==> src/rtl/tape_loader_pkg.sv <==
// Shared FSM defines: tape symbol encodings and loader state encodings,
// used by the loader, the adder FSM and the tape storage.
package tape_loader_pkg;

  typedef enum logic [1:0] {
    SYM_ZERO = 2'b00,
    SYM_ONE  = 2'b01,
    SYM_B    = 2'b10
  } sym_t;

  typedef enum logic [2:0] {
    WAIT_A  = 3'd0,
    LOAD_A  = 3'd1,
    WAIT_B  = 3'd2,
    LOAD_B  = 3'd3,
    CLEAR_S = 3'd4,
    DONE    = 3'd5
  } state_t;

  localparam logic [2:0] WE_NONE  = 3'b000;
  localparam logic [2:0] WE_TAPE0 = 3'b001;
  localparam logic [2:0] WE_TAPE1 = 3'b010;
  localparam logic [2:0] WE_SUM   = 3'b100;

endpackage

==> src/rtl/tape_loader_edge_detect.sv <==
// Rising-edge detector for the debounced load button. The detector is disarmed
// for the first cycle after reset so a button held across reset release is not an edge.
module edge_detect (
  input  logic clk,
  input  logic rst,
  input  logic in,
  output logic rise
);

  logic prev;
  logic armed;

  always_ff @(posedge clk or posedge rst) begin
    if (rst) begin
      prev  <= 1'b0;
      armed <= 1'b0;
    end else begin
      prev  <= in;
      armed <= 1'b1;
    end
  end

  assign rise = armed & in & ~prev;

endmodule

==> src/rtl/tape_loader.sv <==
// Loads two operands from the switches onto tapes 0 and 1 (LSB first, blank
// terminated), then blanks the sum tape, one cell per clock.
module tape_loader
  import tape_loader_pkg::*;
#(
  parameter int CELLS = 8
) (
  input  logic       clk,
  input  logic       rst,
  input  logic [7:0] switch,
  input  logic       load,
  output logic [2:0] head,
  output logic [2:0] write_ena,
  output logic [1:0] write_data,
  output logic       busy,
  output logic       done
);

  localparam logic [2:0] LAST = 3'(CELLS - 1);

  state_t     state, state_d;
  logic [2:0] head_q, head_d;
  logic [7:0] operand, operand_d;
  logic       load_rise;

  edge_detect u_load_edge (
    .clk  (clk),
    .rst  (rst),
    .in   (load),
    .rise (load_rise)
  );

  always_ff @(posedge clk or posedge rst) begin
    if (rst) begin
      state   <= WAIT_A;
      head_q  <= 3'd0;
      operand <= 8'd0;
    end else begin
      state   <= state_d;
      head_q  <= head_d;
      operand <= operand_d;
    end
  end

  always_comb begin
    state_d    = state;
    head_d     = head_q;
    operand_d  = operand;
    write_ena  = WE_NONE;
    write_data = SYM_B;
    case (state)
      WAIT_A, DONE: begin
        if (load_rise) begin
          operand_d = switch;
          head_d    = 3'd0;
          state_d   = LOAD_A;
        end
      end
      WAIT_B: begin
        if (load_rise) begin
          operand_d = switch;
          head_d    = 3'd0;
          state_d   = LOAD_B;
        end
      end
      LOAD_A, LOAD_B, CLEAR_S: begin
        write_ena = (state == LOAD_A) ? WE_TAPE0 :
                    (state == LOAD_B) ? WE_TAPE1 : WE_SUM;
        // Last cell of an operand tape is the blank terminator.
        if (state != CLEAR_S && head_q != LAST)
          write_data = operand[head_q] ? SYM_ONE : SYM_ZERO;
        if (head_q == LAST) begin
          head_d  = 3'd0;
          state_d = (state == LOAD_A) ? WAIT_B :
                    (state == LOAD_B) ? CLEAR_S : DONE;
        end else begin
          head_d = head_q + 3'd1;
        end
      end
      default: state_d = WAIT_A;
    endcase
  end

  assign head = head_q;
  assign busy = (state == LOAD_A) || (state == LOAD_B) || (state == CLEAR_S);
  assign done = (state == DONE);

endmodule
==> config.mk <==
export PLATFORM = sky130hd
export DESIGN_NAME = tape_loader
export DESIGN_NICKNAME = d
export VERILOG_FILES = /design/src/rtl/tape_loader_pkg.sv /design/src/rtl/tape_loader_edge_detect.sv /design/src/rtl/tape_loader.sv
export SDC_FILE = /design/constraint.sdc
export NUM_CORES = 1
export LEC_CHECK = 0
export ABC_CLOCK_PERIOD_IN_PS = 1910
export CAP_MARGIN = 20
export CORE_ASPECT_RATIO = 0.7
export CORE_UTILIZATION = 39
export CTS_CLUSTER_SIZE = 28
export DETAILED_ROUTE_END_ITERATION = 12
export PLACE_DENSITY_LB_ADDON = 0.05
export SYNTH_ARGS = -nofsm -noshare
export SYNTH_HDL_FRONTEND = slang
export SYNTH_SLANG_ARGS = --single-unit
==> constraint.sdc <==
create_clock -name clk -period 1.91 [get_ports clk]
set_clock_uncertainty 0.05 [all_clocks]
set_input_delay 0.382 -clock clk [delete_from_list [all_inputs] [get_ports clk]]
set_output_delay 0.382 -clock clk [all_outputs]
set_load 0.005 [all_outputs]
Word-level counts from Yosys, hierarchy flattened
Cells that the tools add are included.
{"block": "op_classes", "mux": 17, "multipliers": 0, "order_cmp": 1, "shift": 0, "eq_ne": 12, "n_div": 0, "bitwise": 3, "reduce_logical": 11, "n_addsub": 1}
{"cell": "$mux W3", "count": 9}
{"cell": "$eq A3 B3 Y1 const B", "count": 3}
{"cell": "$pmux W3 S3", "count": 1}
{"cell": "$eq A3 B2 Y1 const B", "count": 2}
{"cell": "$ne A2 B2 Y1 const B", "count": 3}
{"cell": "$ne A3 B3 Y1 const B", "count": 2}
{"cell": "$pmux W3 S2", "count": 1}
{"cell": "$reduce_or A3 Y1", "count": 2}
{"cell": "$lt A3 B4 Y1 const B", "count": 1}
{"cell": "$mux W2", "count": 2}
{"cell": "$reduce_and A2 Y1", "count": 2}
{"cell": "$add A3 B1 Y3 const B", "count": 1}
{"cell": "$bmux W1 S3", "count": 1}
{"cell": "$eq A3 B1 Y1 const B", "count": 1}
{"cell": "$logic_not A3 Y1", "count": 1}
{"cell": "$mux W1", "count": 3}
{"cell": "$reduce_and A3 Y1", "count": 1}
{"cell": "$and A1 B1 Y1", "count": 2}
{"cell": "$logic_or A1 B1 Y1", "count": 2}
{"cell": "$ne A2 B1 Y1 const B", "count": 1}
{"cell": "$reduce_bool A2 Y1", "count": 1}
{"cell": "$reduce_or A2 Y1", "count": 1}
{"cell": "$logic_and A1 B1 Y1", "count": 1}
{"cell": "$not A1 Y1", "count": 1}
{"block": "totals", "inputBits": 11, "n_memories": 0, "latchBits": 0, "output_inout_bits": 10, "mem_bits_rw": 0, "mem_bits_ro": 0, "reg_bits": 16}

Logic depth before layout (Yosys ltp)
Gate-level depths: netlist (run 1).
{"block": "depth", "word_depth": 5, "ltp_mapped": 5, "ltp_nobuf": 5}

Modules after synthesis
From an unflattened synthesis (run 1), not the netlist that was laid out.
{"block": "hier_totals", "cells_unflattened": 78, "area_unflattened_um2": 883.3}
{"mod": "tape_loader", "cells_each": 73, "area_each_um2": 817.0, "n_inst": 1}
{"mod": "edge_detect", "cells_each": 5, "area_each_um2": 66.3, "n_inst": 1}

Worst setup path after synthesis (run 1)
Ideal clock, no wire load.
{"block": "synth_path", "path_type": "flip-flop to output port", "from": "register head_q[0], in the netlist head[0]", "to": "output write_data[0]", "slack_ns": 0.260, "arrival_ns": 1.218, "stages_incl_launch_ff": 5, "path_buffers": 1, "path_cell_list": "dfrtp_1 -> buf_2 -> mux4_2 -> mux2i_1 -> nor2_1"}
{"block": "synth_between", "elab_chain_cells": 5}
{"item": "start, declared", "line_no": "tape_loader.sv:22", "source": "logic [2:0] head_q, head_d;"}
{"item": "start signal, assigned", "line_no": "tape_loader.sv:36", "source": "head_q <= 3'd0;"}
{"item": "start signal, assigned", "line_no": "tape_loader.sv:40", "source": "head_q <= head_d;"}
{"item": "$bmux W1 S3", "line_no": "tape_loader.sv:71", "source": "write_data = operand[head_q] ? SYM_ONE : SYM_ZERO;"}
{"item": "$mux W1 (not written as such)", "line_no": "tape_loader.sv:71"}
{"item": "$mux W1", "line_no": "tape_loader.sv:71"}
{"item": "$mux W2 (*)", "line_no": "tape_loader.sv:70", "source": "if (state != CLEAR_S && head_q != LAST)"}
{"item": "$mux W2 (*)", "line_no": "tape_loader.sv:51", "source": "case (state)"}
{"item": "end, declared", "line_no": "tape_loader.sv:14", "source": "output logic [1:0] write_data,"}
Every way passes the cells marked *; elsewhere a longest branch is shown, timed or not. The select of a mux whose other input is x is not followed.

Final worst setup path (run 1)
Same ends and word-level chain as after synthesis.

==> reports/summary.txt, run 1 <==
status: complete, but fails checks
failing checks: negative setup slack
top_reg_cell synth: dfrtp_1
layout cell share with drive strength beyond 1: 0.443
GR peak layer: met2
Via density: 5.00
largest net degree at the start of global routing: 17
Vias: 770
PnR worst setup slack: -101 ps
root buffer selected by CTS: clkbuf_4
worst slack, placed: -152 ps
worst min-delay path class: input pin to asynchronous set/reset pin
crit path capture type: primary output
Post-DRT Antenna Nets: 0
die area: 2480 µm²
Hold Buf Count CTS: 0
num rows: 14
max-cap violation count: 0
first-pass GRT wire length: 3590 µm
gate count after technology mapping: 80
Hold Slack: 402 ps
CTS HTree Levels: 1
sequential share of the synthesized area: 0.451
worst vdd ir: 0.626 mV
Lkg Pwr: 0.650 nW
CP max FO: 3
Final period util: 1.05
CP Class: flop to primary output
clk sinks: 16
critical path's slowest cell: mux4_2
Pins Over Slew Limit: 0
Reg clk slew, reported paths: 100 ps
n_diodes: 0
final wirelength: 2120 µm
setup tns final: -169 ps
Max Freq: 497 MHz
crit path time final: 2010 ps
core box area: 2150 µm²
final hold viol count: 0
Post-synth EDFFs: 0
worst slew pin tran: 606 ps
input/output buffers: 20
grt met1 use: 0.263
placed cell area: 1190 µm²
area of the mapped netlist: 888 µm²
met3 Use GR: 0.0717
maximum buffer depth of the clock tree: 2
crit-path max cell delay: 480 ps
Die Ht: 41.9 µm
1st-pass router iterations: 4
CTS tree: done
CTS Buf Count: 3
Starting Density: 0.412
post-synthesis register bit count: 16
worst skew pair latency: 290 ps
Tot GR Track Use: 0.201
DRT iter0 DRCs: 26
Syn. warnings: 0
cells along the critical path: buf_6, mux4_2, mux2i_1, nor2_1, buf_2
Post-Syn Nets: 93
post-DP HPWL: 1380 µm
post-synth cell types: 31
RSZ-0062 raised after global routing: true
synthesized area per cell: 11.1 µm²
wire per inst: 13.8 µm
total grt overflow: 0
Max-slew headroom: 0.595
area grow syn2layout: 53.2%
Remaining DRCs: 0
# nets final: 136
IO Count: 21
initial antenna violation count: 0
Critical Path Source Type: flop
power density over the cells: 1530 nW/µm²
Worst R2R Setup Slack: 180 ps
die width: 59.0 µm
GR Util met2: 0.320
kind of cell adding the most delay to the critical path: multiplexers
final instance area: 1360 µm²
Post-synth ARST share: 1.00
crit path DAT: 1580 ps
CP bufs+invs: 2
vias in the first global route: 791
final setup violation count: 2
required time worst endpoint: 1480 ps
gpl congestion: 0.822
==> synthesized netlist by cell type, types with 2 or more instances <==
cell	count	area share
nand2_1	3	0.013
mux2_2	9	0.11
inv_1	2	0.0085
nand2b_1	4	0.028
ha_1	2	0.028
buf_2	5	0.028
a21oi_1	2	0.011
a211o_1	2	0.020
mux4_2	2	0.051
nor2_1	5	0.021
nor4b_1	2	0.020
and3b_1	2	0.020
o22ai_1	2	0.014
o31ai_1	3	0.025
dfrtp_1	16	0.45
nand3_1	4	0.023
==> power breakdown <==
group / switching (W) / internal, W
Clock: 0.000108 / 0.000116
Sequential: 0.000106 / 0.000487
Combinational: 0.000492 / 0.000776
Total: 0.000706 / 0.00138
==> routing by layer <==
layer  up-vias  routed length [µm]
li1        374                   -
met3         4                  82
met2        16                1020
met1       376                 995
met5         -                   0
met4         0                  21
==> metrics by stage <==
stage,utilization,total power (W),std cells
final,0.632,0.00208,154
after CTS,0.615,0.00202,151
after global placement,0.552,0.00163,138
after global routing,0.632,0.00225,154
after floorplan,-,0.00116,80
after detailed placement,0.552,0.00164,138
==> worst reg2reg max path, delay by kind of cell, from the launching register on <==
kind | cells | cell delay (ps)
AND/OR/NAND/NOR | 1 | 180
multiplexers | 1 | 380
AO/OA/AOI/OAI | 1 | 290
buffers and inverters | 2 | 300
flip-flops | 1 | 430
==> state kept, by name, indices dropped and copies added, names as in the netlist <==
name / count
u_load_edge.armed: 1
state: 3
u_load_edge.prev: 1
operand: 8
head: 3
==> final timing paths <==
kind | startpoint | cells past startpoint | end
min | rst | 2 | u_load_edge.prev
max | head[0] | 5 | write_data[0]
max in group asynchronous | rst | 2 | state[2]
min reg2reg | operand[7] | 1 | operand[7]
min in group clk | operand[7] | 1 | operand[7]
max reg2reg | state[2] | 5 | operand[5]
==> cell families after synthesis <==
family,synth area share
XOR/XNOR,0.00986
multiplexers,0.176
flip-flops,0.451
adder cells (fa/ha/maj),0.0282
AND/OR/NAND/NOR,0.162
other,0.00422
AO/OA/AOI/OAI,0.120
buffers and inverters,0.0493
==> placed cells by master (no fill, tap or decap), types with 2 or more instances in the layout <==
cell type / netlist / final
a211o_1: 2 / 2
a21oi_1: 2 / 2
and3b_1: 2 / 2
buf_2: 5 / 2
buf_4: 1 / 23
buf_6: 0 / 3
clkbuf_4: 0 / 3
clkdlybuf4s50_1: 0 / 12
dfrtp_1: 16 / 13
dfrtp_2: 0 / 3
dlygate4sd2_1: 0 / 4
inv_1: 2 / 2
mux2_2: 9 / 9
mux4_2: 2 / 2
nand2_1: 3 / 3
nand2b_4: 0 / 3
nand3_1: 4 / 4
nor2_1: 5 / 5
nor4b_1: 2 / 2
o22ai_1: 2 / 2
o31ai_1: 3 / 3
==> area by class of cell <==
| class | count | area [µm²] |
|---|---|---|
| Multi-Input combinational cell | 55 | 489 |
| Clock buffer | 4 | 36.3 |
| Sequential cell | 16 | 404 |
| Tap cell | 32 | 40.0 |
| Timing Repair Buffer | 45 | 384 |
| Inverter | 2 | 7.51 |
| Fill cell | 180 | 793 |
==> what timing repair did <==
action                                  CTS  global route
cloned                                    0             0
gates resized for setup                  26             3
buffers inserted                          9             3
pin swaps                                 2             0
endpoints found under the setup margin    7             3
(Power assumes the default switching activity.)
==> inputs of run 2 (changes only) <==
--- a/config.mk
+++ b/config.mk
@@ -8,9 +8,10 @@
 export ABC_CLOCK_PERIOD_IN_PS = 1910
 export CAP_MARGIN = 20
 export CORE_ASPECT_RATIO = 0.7
-export CORE_UTILIZATION = 39
+export CORE_UTILIZATION = 25
 export CTS_CLUSTER_SIZE = 28
 export DETAILED_ROUTE_END_ITERATION = 12
+export GPL_TIMING_DRIVEN = 0
 export PLACE_DENSITY_LB_ADDON = 0.05
 export SYNTH_ARGS = -nofsm -noshare
 export SYNTH_HDL_FRONTEND = slang
==> run 2 against run 1 <==
- the run still ends with negative setup slack left
- non-clock buffer count decreased by 12
- count of clock-buffer cells in the layout decreased by 1
- clock power increased by 13%
- cell count rose by 1.3%
- critical endpoint unchanged
==> reports/summary.txt, run 2 (synthesized netlist as in run 1, its figures left out) <==
status: complete, but fails checks
failing checks: negative setup slack
Critical Path Source Type: flop
IO Count: 21 (unchanged)
grt met1 use: 0.185 (-0.0777)
final wirelength: 2150 µm (+1.5%)
Worst R2R Setup Slack: 180 ps (about the same)
Worst R2R Start: state[2]
Comb power frac: 0.562 (-0.046)
placed cell area: 1150 µm² (-3.6%)
wire per inst: 13.8 µm (+0.21%)
power density over the cells: 1520 nW/µm² (-1.0%)
Tot GR Track Use: 0.133 (-0.0677)
first-pass GRT wire length: 3550 µm (-1.2%)
CTS tree: done
Max-slew headroom: 0.560 (-0.0357)
CP Class: flop to primary output
cells on worst reg2reg path: 5 (unchanged)
GR peak layer: met2
max FFs per register: 8 (unchanged)
crit path DAT: 1640 ps (+60 ps)
largest net degree at the start of global routing: 17 (unchanged)
GR Util met2: 0.199 (-0.121)
CTS HTree Levels: 1 (unchanged)
root buffer selected by CTS: clkbuf_8
die area: 3800 µm² (+53%)
worst slack, placed: -367 ps (-215 ps)
worst skew pair latency: 250 ps (-40 ps)
max-cap violation count: 0 (unchanged)
overall power: 0.00195 W (-6.4%)
Critical R2R Capture: operand[5]
CTS Buf Count: 3 (unchanged)
Starting Density: 0.271 (-0.141)
Pins Over Slew Limit: 0 (unchanged)
Sw Share: 0.347 (+0.00801)
1st-pass router iterations: 3 (-1)
num rows: 17 (+3)
startpoint of the worst hold path: operand[0]
core box area: 3280 µm² (+52%)
Reg power frac: 0.308 (+0.024)
Vias: 700 (-9.1%)
clk sinks: 16 (unchanged)
RSZ-0062 raised after global routing: true
Reg clk slew, reported paths: 60 ps (-40 ps)
vias in the first global route: 708 (-10%)
Via density: 4.49 (-10%)
Die Ht: 51.9 µm (+24%)
Clock power frac: 0.130 (+0.022)
Hold Slack: 452 ps (+50.1 ps)
commonest non-fill, non-tap cell in the layout: dfrtp_1
post-DP HPWL: 1480 µm (+7.1%)
required time worst endpoint: 1480 ps (about the same)
worst min-delay path class: flop to flop
n_diodes: 0 (unchanged)
crit path capture type: primary output
input/output buffers: 20 (unchanged)
maximum buffer depth of the clock tree: 2 (unchanged)
met3 Use GR: 0.0426 (-0.0290)
worst vdd ir: 0.472 mV (-25%)
Post-DRT Antenna Nets: 0 (unchanged)
Max Freq: 483 MHz (-2.8%)
layout cell share with drive strength beyond 1: 0.367 (-0.0757)
final setup violation count: 1 (-1)
Largest Register: operand
Remaining DRCs: 0 (unchanged)
DRT iter0 DRCs: 31 (+19%)
Lkg Pwr: 0.572 nW (-12%)
Critical Path Source: head[0]
most frequent cells in the layout: dfrtp_1 (14), clkdlybuf4s50_1 (13), buf_4 (9), mux2_2 (9)
Pint: 0.00127 W (-7.5%)
PnR worst setup slack: -159 ps (-58.5 ps)
die width: 73.3 µm (+24%)
Final period util: 1.08 (+0.0306)
CP max FO: 3 (unchanged)
area grow syn2layout: 44.9%
final instance area: 1290 µm² (-5.4%)
initial antenna violation count: 0 (unchanged)
final hold viol count: 0 (unchanged)
gpl congestion: 0.749 (-8.9%)
worst slew pin tran: 660 ps (+53.5 ps)
Worst Setup EP: write_data[0]
Sw Pwr: 0.000676 W (-4.2%)
crit path time final: 2070 ps (+58.5 ps)
setup tns final: -159 ps (+10.1 ps)
# nets final: 124 (-8.8%)
total grt overflow: 0 (unchanged)
## run 2: cell count changes in the layout (fill, tap and decap cells not counted), moves of 2 or more
cell	previous run	this run
buf_6	3	1
clkbuf_4	3	0
clkbuf_8	1	4
buf_4	23	9
## run 2: repair_timing
item / in CTS / in global routing
resized for setup: 28 / 3
hold buffers: 0 / 0
pin swaps: 1 / 1
buffers inserted: 6 / 1
setup endpoints to repair: 7 / 2
## run 2: through the flow
| stage | cells | utilization |
|---|---|---|
| after floorplan | 80 | - |
| after global placement | 147 | 0.350 |
| after detailed placement | 147 | 0.350 |
| after CTS | 155 | 0.389 |
| after global routing | 156 | 0.393 |
| final | 156 | 0.393 |
## run 2: worst min path at each step
stage / cells after the start / slack (ps) / to
2_1_floorplan: 1 / 250 / head[0]
3_3_place_gp: 1 / 430 / operand[1]
3_5_place_dp: 1 / 440 / operand[0]
4_1_cts: 1 / 460 / operand[0]
5_1_grt: 1 / 480 / operand[0]
6_report: 1 / 450 / operand[0]
## run 2: per-layer routing
| layer | routed length [µm] | up-vias |
|---|---|---|
| met5 | 0 | - |
| met4 | 14 | 0 |
| met3 | 106 | 2 |
| met2 | 909 | 14 |
| met1 | 1120 | 338 |
| li1 | - | 346 |
## run 2: power groups by stage
stage,combinational [W],sequential [W],clock (W)
floorplan,0.000601,0.000555,0
global placement,0.000951,0.000582,0
detailed placement,0.000947,0.000587,0
CTS,0.00105,0.000602,0.000267
global route,0.00121,0.000620,0.000275
finish,0.00110,0.000601,0.000254
## run 2: critical path, cell delays in order (launching register included)
cell	delay, ps
dfrtp_1	380
buf_6	130
mux4_2	530
mux2i_4	180
nor2_1	50
buf_2	120
## run 2: final cells by class
| cell class | instances | area, µm² |
|---|---|---|
| fillers | 353 | 1990 |
| multi-input cells | 55 | 490 |
| flip-flops and latches | 16 | 403 |
| repair buffers | 27 | 236 |
| well taps | 47 | 58.8 |
| plain buffers | 6 | 50.0 |
| clock buffers | 3 | 41.3 |
| inverters | 2 | 7.51 |
